$ cat src/rtl/controller_pkg.sv
// Shared constants for the intersection controller front end: channel
// indices, default timing parameters and the common counter type.
package controller_pkg;

  localparam int CH_TA  = 0;
  localparam int CH_TB  = 1;
  localparam int CH_P   = 2;
  localparam int CH_R   = 3;
  localparam int NUM_CH = 4;

  localparam int DEBOUNCE_DEFAULT = 4;
  localparam int HOLD_DEFAULT     = 8;

  localparam int CNT_W = 8;

  typedef logic [CNT_W-1:0] cnt_t;

endpackage

$ cat src/rtl/debounce_channel.sv
// One input channel: 2-flop synchroniser followed by a debounce counter.
// rise/fall are strobes that are high in the cycle before deb changes, so a
// consumer registering on them updates on the same edge as deb itself.
module debounce_channel
  import controller_pkg::*;
#(
  parameter int DEBOUNCE_CYCLES = DEBOUNCE_DEFAULT
) (
  input  logic clk,
  input  logic reset,
  input  logic raw,
  output logic deb,
  output logic rise,
  output logic fall
);

  localparam cnt_t LAST = cnt_t'(DEBOUNCE_CYCLES - 1);

  logic s1;
  logic s2;
  cnt_t cnt;
  logic settle;

  // The new level has held for the full window and is accepted on this edge.
  assign settle = (s2 != deb) && (cnt == LAST);
  assign rise   = settle & s2;
  assign fall   = settle & ~s2;

  // Synchronise the raw input, then count consecutive disagreeing samples.
  always_ff @(posedge clk) begin
    if (reset) begin
      s1  <= 1'b0;
      s2  <= 1'b0;
      deb <= 1'b0;
      cnt <= '0;
    end else begin
      s1 <= raw;
      s2 <= s1;
      if (s2 == deb) begin
        cnt <= '0;
      end else if (cnt == LAST) begin
        deb <= s2;
        cnt <= '0;
      end else begin
        cnt <= cnt + 1'b1;
      end
    end
  end

endmodule

$ cat src/rtl/traffic_sensor_conditioner.sv
// Conditions the raw loop sensors and buttons for the mode/lights FSMs:
// ta/tb are debounced traffic levels stretched by a post-departure hold,
// p/r are single-cycle command pulses with release taking priority.
module traffic_sensor_conditioner
  import controller_pkg::*;
#(
  parameter int DEBOUNCE_CYCLES = DEBOUNCE_DEFAULT,
  parameter int HOLD_CYCLES     = HOLD_DEFAULT
) (
  input  logic clk,
  input  logic reset,
  input  logic raw_ta,
  input  logic raw_tb,
  input  logic raw_p,
  input  logic raw_r,
  output logic ta,
  output logic tb,
  output logic p,
  output logic r
);

  localparam cnt_t HOLD_LOAD = cnt_t'(HOLD_CYCLES);

  logic [NUM_CH-1:0] raw;
  logic [NUM_CH-1:0] deb;
  logic [NUM_CH-1:0] rise;
  logic [NUM_CH-1:0] fall;
  logic [1:0]        traffic_q;

  // Button levels and release strobes are not needed; only their rise matters.
  logic unused_button_sigs;
  assign unused_button_sigs = ^{deb[CH_P], deb[CH_R], fall[CH_P], fall[CH_R]};

  assign raw[CH_TA] = raw_ta;
  assign raw[CH_TB] = raw_tb;
  assign raw[CH_P]  = raw_p;
  assign raw[CH_R]  = raw_r;

  for (genvar g = 0; g < NUM_CH; g++) begin : g_ch
    debounce_channel #(
      .DEBOUNCE_CYCLES(DEBOUNCE_CYCLES)
    ) u_deb (
      .clk  (clk),
      .reset(reset),
      .raw  (raw[g]),
      .deb  (deb[g]),
      .rise (rise[g]),
      .fall (fall[g])
    );
  end

  // Traffic channels occupy indices 0 and 1, so the loop index is the channel.
  for (genvar g = 0; g < 2; g++) begin : g_hold
    cnt_t hold;

    // Raise on debounced arrival, keep high for HOLD_CYCLES after departure.
    always_ff @(posedge clk) begin
      if (reset) begin
        hold         <= '0;
        traffic_q[g] <= 1'b0;
      end else if (rise[g]) begin
        hold         <= '0;
        traffic_q[g] <= 1'b1;
      end else if (fall[g]) begin
        if (HOLD_CYCLES > 0) begin
          hold         <= HOLD_LOAD;
          traffic_q[g] <= 1'b1;
        end else begin
          traffic_q[g] <= 1'b0;
        end
      end else if ((hold != '0) && !deb[g]) begin
        hold <= hold - 1'b1;
        if (hold == cnt_t'(1)) begin
          traffic_q[g] <= 1'b0;
        end
      end
    end
  end

  assign ta = traffic_q[CH_TA];
  assign tb = traffic_q[CH_TB];

  // Command pulses; a simultaneous parade press is dropped in favour of release.
  always_ff @(posedge clk) begin
    if (reset) begin
      p <= 1'b0;
      r <= 1'b0;
    end else begin
      r <= rise[CH_R];
      p <= rise[CH_P] & ~rise[CH_R];
    end
  end

endmodule

$ cat config.mk
export PLATFORM = sky130hd
export DESIGN_NAME = traffic_sensor_conditioner
export DESIGN_NICKNAME = d
export VERILOG_FILES = /design/src/rtl/controller_pkg.sv /design/src/rtl/debounce_channel.sv /design/src/rtl/traffic_sensor_conditioner.sv
export SDC_FILE = /design/constraint.sdc
export NUM_CORES = 1
export LEC_CHECK = 0
export CAP_MARGIN = 20
export CORE_AREA = 4 4 86 104
export DETAILED_ROUTE_END_ITERATION = 12
export DIE_AREA = 0 0 90 108
export GPL_TIMING_DRIVEN = 0
export SETUP_SLACK_MARGIN = 0.3
export SLEW_MARGIN = 20
export SYNTH_ARGS = -nofsm -noshare
export SYNTH_HDL_FRONTEND = slang
export SYNTH_SLANG_ARGS = --single-unit
$ cat constraint.sdc
create_clock -name clk -period 3.3 [get_ports clk]
set_input_delay 0.66 -clock clk [delete_from_list [all_inputs] [get_ports clk]]
set_output_delay 0.66 -clock clk [all_outputs]
set_load 0.05 [all_outputs]
==> results of run 1 <==
[path summary, 6_finish.rpt]
check / endpoint / startpoint / cells past startpoint
min reg2reg: g_ch[1].u_deb.s2 / g_ch[1].u_deb.s1 / 1
max reg2reg: g_hold[1].hold[4] / g_hold[1].hold[0] / 6
max: tb / tb / 1
min: g_ch[1].u_deb.s2 / g_ch[1].u_deb.s1 / 1
[layout make-up]
cell class              instances  area [sq um]
plain buffers                   7          37.5
clock buffers                  11           141
flip-flops and latches         64          1280
well taps                      95           119
repair buffers                  8          80.1
clock inverters                 5          80.1
multi-input cells             213          1380
inverters                      11          41.3
fillers                       795          4820
[stage by stage]
step / utilization / hold slack, ps
after floorplan: - / 414
after global routing: 0.396 / 455
after detailed placement: 0.368 / 429
final: 0.396 / 437
after CTS: 0.396 / 442
after global placement: 0.368 / 416
[sequential cells by signal, summed over array words and instances, names as in the netlist]
register and flops:
r 1, g_ch.u_deb.s2 4, p 1, g_ch.u_deb.cnt 32
tb 1, g_hold.hold 16, g_ch.u_deb.s1 4, ta 1
g_ch.u_deb.deb 4
[power by group]
part / total, mW / switching [mW] / internal [mW]
registers: 0.920 / 0.0767 / 0.844
logic: 0.496 / 0.256 / 0.240
clock network: 0.732 / 0.288 / 0.445
total: 2.15 / 0.620 / 1.53
[routing by layer]
layer	vias up	wire, microns	track usage
li1	1047	-	-
met1	895	2170	0.117
met2	21	2020	0.155
met3	12	111	0.0251
met4	0	132	0.0656
met5	-	0	0
[cell usage in the layout (no fill, tap or decap), types with 2 or more instances in the layout]
cell type,synthesis,layout
or3_1,2,2
ha_1,10,10
clkbuf_1,3,4
nor4_1,7,7
o211ai_1,3,3
a21oi_1,11,11
xnor2_1,13,13
nand2b_2,2,2
mux2i_1,4,4
bufinv_16,0,2
nand3_1,20,20
a211oi_1,2,2
inv_1,11,11
clkbuf_8,0,10
o2111ai_1,2,2
clkdlybuf4s50_1,0,8
a22oi_1,2,2
nor2b_1,8,8
nand2b_1,5,5
dfxtp_1,64,64
nor4b_1,2,2
xor2_1,22,22
and3_1,10,10
a21o_1,2,2
buf_2,3,3
nand3b_1,3,3
nor3_1,4,4
o21ai_0,3,3
clkinvlp_4,0,2
nand2_1,5,5
nor2_1,57,57
[cell families (layout without fill, tap and decap cells)]
| kind of cell | after synthesis | in the layout | share of synthesized area |
|---|---|---|---|
| AND/OR/NAND/NOR | 134 | 134 | 0.256 |
| multiplexers | 4 | 4 | 0.0146 |
| buffers and inverters | 18 | 42 | 0.0288 |
| adder cells (fa/ha/maj) | 10 | 10 | 0.0457 |
| flip-flops | 64 | 64 | 0.468 |
| AO/OA/AOI/OAI | 30 | 30 | 0.0741 |
| XOR/XNOR | 35 | 35 | 0.112 |
==> impl_results.md, run 1 <==
* Outcome: finished, final reports clean
* Die area at 9720 sq um
* Ys Warns at 0
* Post-synth EDFFs at 0
* Clock skew at 6.89 ps
* Mapped Cells at 295
* Gr usage total at 0.0977
* Cell family with most CP delay: buffers and inverters
* CP startpoint kind: register
* Clock Path Buffers at 2
* CP max stage delay at 810 ps
* Diodes inserted at 0
* F_max at 464 MHz
* Fraction of layout cells with a size suffix above 1 at 0.0815
* DRT antenna net count at 0
* CP cell instances: clkdlybuf4s50_1
* Post-synth top cells: dfxtp_1 (64), nor2_1 (57), xor2_1 (22), nand3_1 (20), xnor2_1 (13)
* Post-layout net count at 330
* Leak Pwr at 1.18 nW
* Sequential area share after synthesis at 0.468
* Most numerous cell in the Yosys netlist: dfxtp_1
* Number of global-route vias before repair at 1,818
* Clock latency on the worst-skew pair at 330 ps
* Rows at 36
* Fin Setup TNS at 0 ps
* Cells after DPL at 398
* Area leader, netlist: dfxtp_1
* Worst-path cell with the longest stage delay: clkdlybuf4s50_1
* Cell area after layout at 3160 sq um
* DR pass1 iterations at 4
* H-Tree Depth at 3
* Total Power at 2.15 mW
* CTS Root Cell: clkbuf_8
* Reg clk slew, reported paths at 70 ps
* CP arrival at 1490 ps
* Post-synth ARST share at 0
* Via density at 4.77
* Synth Register Bits at 64
* Rel. slew slack at 0.610
* WP buf/inv at 1
* Final instance count without filler cells at 414
* DIE WIDTH at 90 microns
* Mean Syn Cell Area at 9.27 sq um
* Initial antenna violation count at 0
* Worst Path Required at 2640 ps
* Reg2reg setup slack at 1510 ps
* Area contributors post-synth: dfxtp_1 (47%), nor2_1 (7.8%), xor2_1 (7.0%)
* Crit-path max FO at 2
* Worst min-delay path class: reg -> reg
* Residual DRC count at 0
* Postcts setup bufs at 0
* Via count of the routed design at 1,975
* Largest net degree at the start of global routing at 12
* Worst setup margin at 1150 ps
* Worst-Margin Slew at 579 ps
* IO Pins at 10
* Peak supply drop at 0.000376 V
* Pre-CTS setup slack at 1490 ps
* First-pass GRT wire length at 7.70 mm
* Avg WL per Cell at 10.7 microns
* P per Cell Area at 681 nW/um^2
* Total wire length at 4.44 mm
* RSZ-0062 raised after global routing: no
* MaxCap Viol Count at 0
* Sink Count at 64
* CTS tree: built
* Post-synth top area share at 0.468
* Yosys cell types at 42
* Post-CTS Hold Buffers at 0
* Initial core utilization at 0.343
* Syn_nets at 311
* CTS buffer count at 9
* Fin. Hold Viols at 0
* 1st-iter DRT viols at 56
* Cell Area, Synth at 2740 sq um
* Crit share post-route at 0.653
* Core area at 7970 sq um
* Post-layout min period at 2150 ps
* Max-slew violation count at 0
* Critical setup path kind: reg -> out
* Dpl hpwl at 3.16 mm
* Setup crit end kind: output port
* GP Congestion at 0.805
* Total grt overflow at 0
* Synth Flop Type: dfxtp_1
* Die height at 108 microns
* CTS resizes at 0
* Placed cell area at 2930 sq um
* Port Buf Inserts at 8
* Layout area overhead at 15.4%
* Count of final setup violators at 0
Power figures use the tool's default switching activity.
==> run 2, diff against run 1 <==
- clock period: 3.3 -> 2 ns (I/O delays scaled with it)
==> run 2 against run 1 <==
Compared with the run above:
- clock power increased by 65%
- sequential cell count is the same
- non-clock buffer count unchanged
- cell count did not move
- die area stayed put
- utilization rose by 0.33 points
- power up 67%
- hold slack hardly changed
- critical endpoint unchanged
==> impl_results.md, run 2 (same netlist as run 1, synthesis figures left out) <==
* Outcome: finished, final reports clean
* CP arrival at 1210 ps
* Placed cell area at 2930 sq um
* Port Buf Inserts at 8
* MaxCap Viol Count at 0
* Layout area overhead at 16.3%
* Die height at 108 microns
* Reg clk slew, reported paths at 70 ps
* Worst min-delay path class: reg -> reg
* Worst-case hold slack at 437 ps
* Via density at 4.79
* Top Registers: g_ch.u_deb.cnt (32), g_hold.hold (16)
* Sink Count at 64
* Via count of the routed design at 1,985
* Peak supply drop at 0.000649 V
* Worst-Margin Slew at 582 ps
* CP cell instances: dlygate4sd2_1
* Post-layout min period at 1610 ps
* R2R depth at 4
* Leak Pwr at 1.20 nW
* Clock Path Buffers at 2
* Gr usage total at 0.0980
* Number of global-route vias before repair at 1,832
* Cell family with most CP delay: buffers and inverters
* Most flops, register: g_ch.u_deb.cnt
* Postcts setup bufs at 0
* Largest net degree at the start of global routing at 12
* 1st-iter DRT viols at 42
* Critical setup path kind: reg -> out
* Clock latency on the worst-skew pair at 330 ps
* Max-slew violation count at 0
* Rel. slew slack at 0.609
* Fraction of layout cells with a size suffix above 1 at 0.100
* Pre-CTS setup slack at 193 ps
* Reg2reg setup slack at 400 ps
* H-Tree Depth at 3
* Crit share post-route at 0.806
* CP max stage delay at 530 ps
* Final instance count without filler cells at 414
* Initial antenna violation count at 0
* Diodes inserted at 0
* Post-CTS Hold Buffers at 0
* Fin Setup TNS at 0 ps
* GP Congestion at 0.805
* Residual DRC count at 0
* Fin. Hold Viols at 0
* First-pass GRT wire length at 7.73 mm
* RSZ-0062 raised after global routing: yes
* Crit-path max FO at 2
* Avg WL per Cell at 10.7 microns
* CTS buffer count at 9
* Most common cell after layout, fill and taps aside: dfxtp_1
* DR pass1 iterations at 4
* Count of final setup violators at 0
* Post-Route Utilization at 0.399
* IO Pins at 10
* Rows at 36
* CP startpoint kind: register
* CTS tree: built
* RR Startpoint: g_hold[0].hold[3]
* Cell area after layout at 3180 sq um
* WHS Path Cells at 1
* Core area at 7970 sq um
* Worst Path Required at 1600 ps
* P per Cell Area at 1130 nW/um^2
* Clock skew at 6.76 ps
* Post-layout net count at 330
* CTS Root Cell: clkbuf_8
* Cells after DPL at 398
* Dpl hpwl at 3.16 mm
* Die area at 9720 sq um
* Reg2Reg Capture Point: g_hold[0].hold[0]
* Worst hold start: g_ch[1].u_deb.s1
* WHS Endpoint: g_ch[1].u_deb.s2
* Worst setup margin at 388 ps
* Initial core utilization at 0.343
* Total wire length at 4.44 mm
* F_max at 620 MHz
* DIE WIDTH at 90 microns
* Leading cell types in the layout, fill and taps excluded: dfxtp_1 (64), nor2_1 (57), xor2_1 (22)
* Max reg flops at 32
* Worst-path cell with the longest stage delay: dlygate4sd2_1
* DRT antenna net count at 0
* Total grt overflow at 0
* WP buf/inv at 1
* Total Power at 3.59 mW
* Setup crit end kind: output port
## run 2: layer usage
metal  up-vias  track usage  part of all wire
li1       1050            -                 -
met1       905        0.118              0.48
met2        19        0.155              0.46
met3        11       0.0251             0.025
met4         0       0.0656             0.027
met5         -            0                 0
## run 2: how the worst max path moves through the flow
stage	startpoint	end	slack, ps	depth (start not counted)
finish	tb	tb	390	1
global route	g_hold[1].hold[0]	g_hold[1].hold[4]	280	6
CTS	g_ch[1].u_deb.cnt[0]	g_ch[1].u_deb.cnt[3]	320	6
detailed placement	g_hold[1].hold[0]	g_hold[1].hold[4]	190	6
global placement	g_hold[1].hold[0]	g_hold[1].hold[4]	210	6
floorplan	g_hold[1].hold[0]	g_hold[1].hold[4]	400	6
## run 2: area by class of cell
type | instances | area (sq um)
clock buffer | 11 | 141
clock inverter | 5 | 80.1
inverter | 11 | 41.3
fill | 790 | 4790
tap | 95 | 119
sequential | 64 | 1280
timing repair buffer | 8 | 75.1
buffer | 7 | 41.3
multi-input combinational | 213 | 1400
## run 2: repair_timing
item	in CTS	in global routing
resized for setup	7	8
endpoints found under the setup margin	13	14
pin swaps	0	1
cloned	0	0
## run 2: report_power, final
part | switching [mW] | internal [mW] | leakage [nW] | total [mW]
clock network | 0.475 | 0.734 | 0.106 | 1.21
logic | 0.436 | 0.422 | 0.574 | 0.858
registers | 0.134 | 1.39 | 0.521 | 1.53
total | 1.04 | 2.55 | 1.20 | 3.59
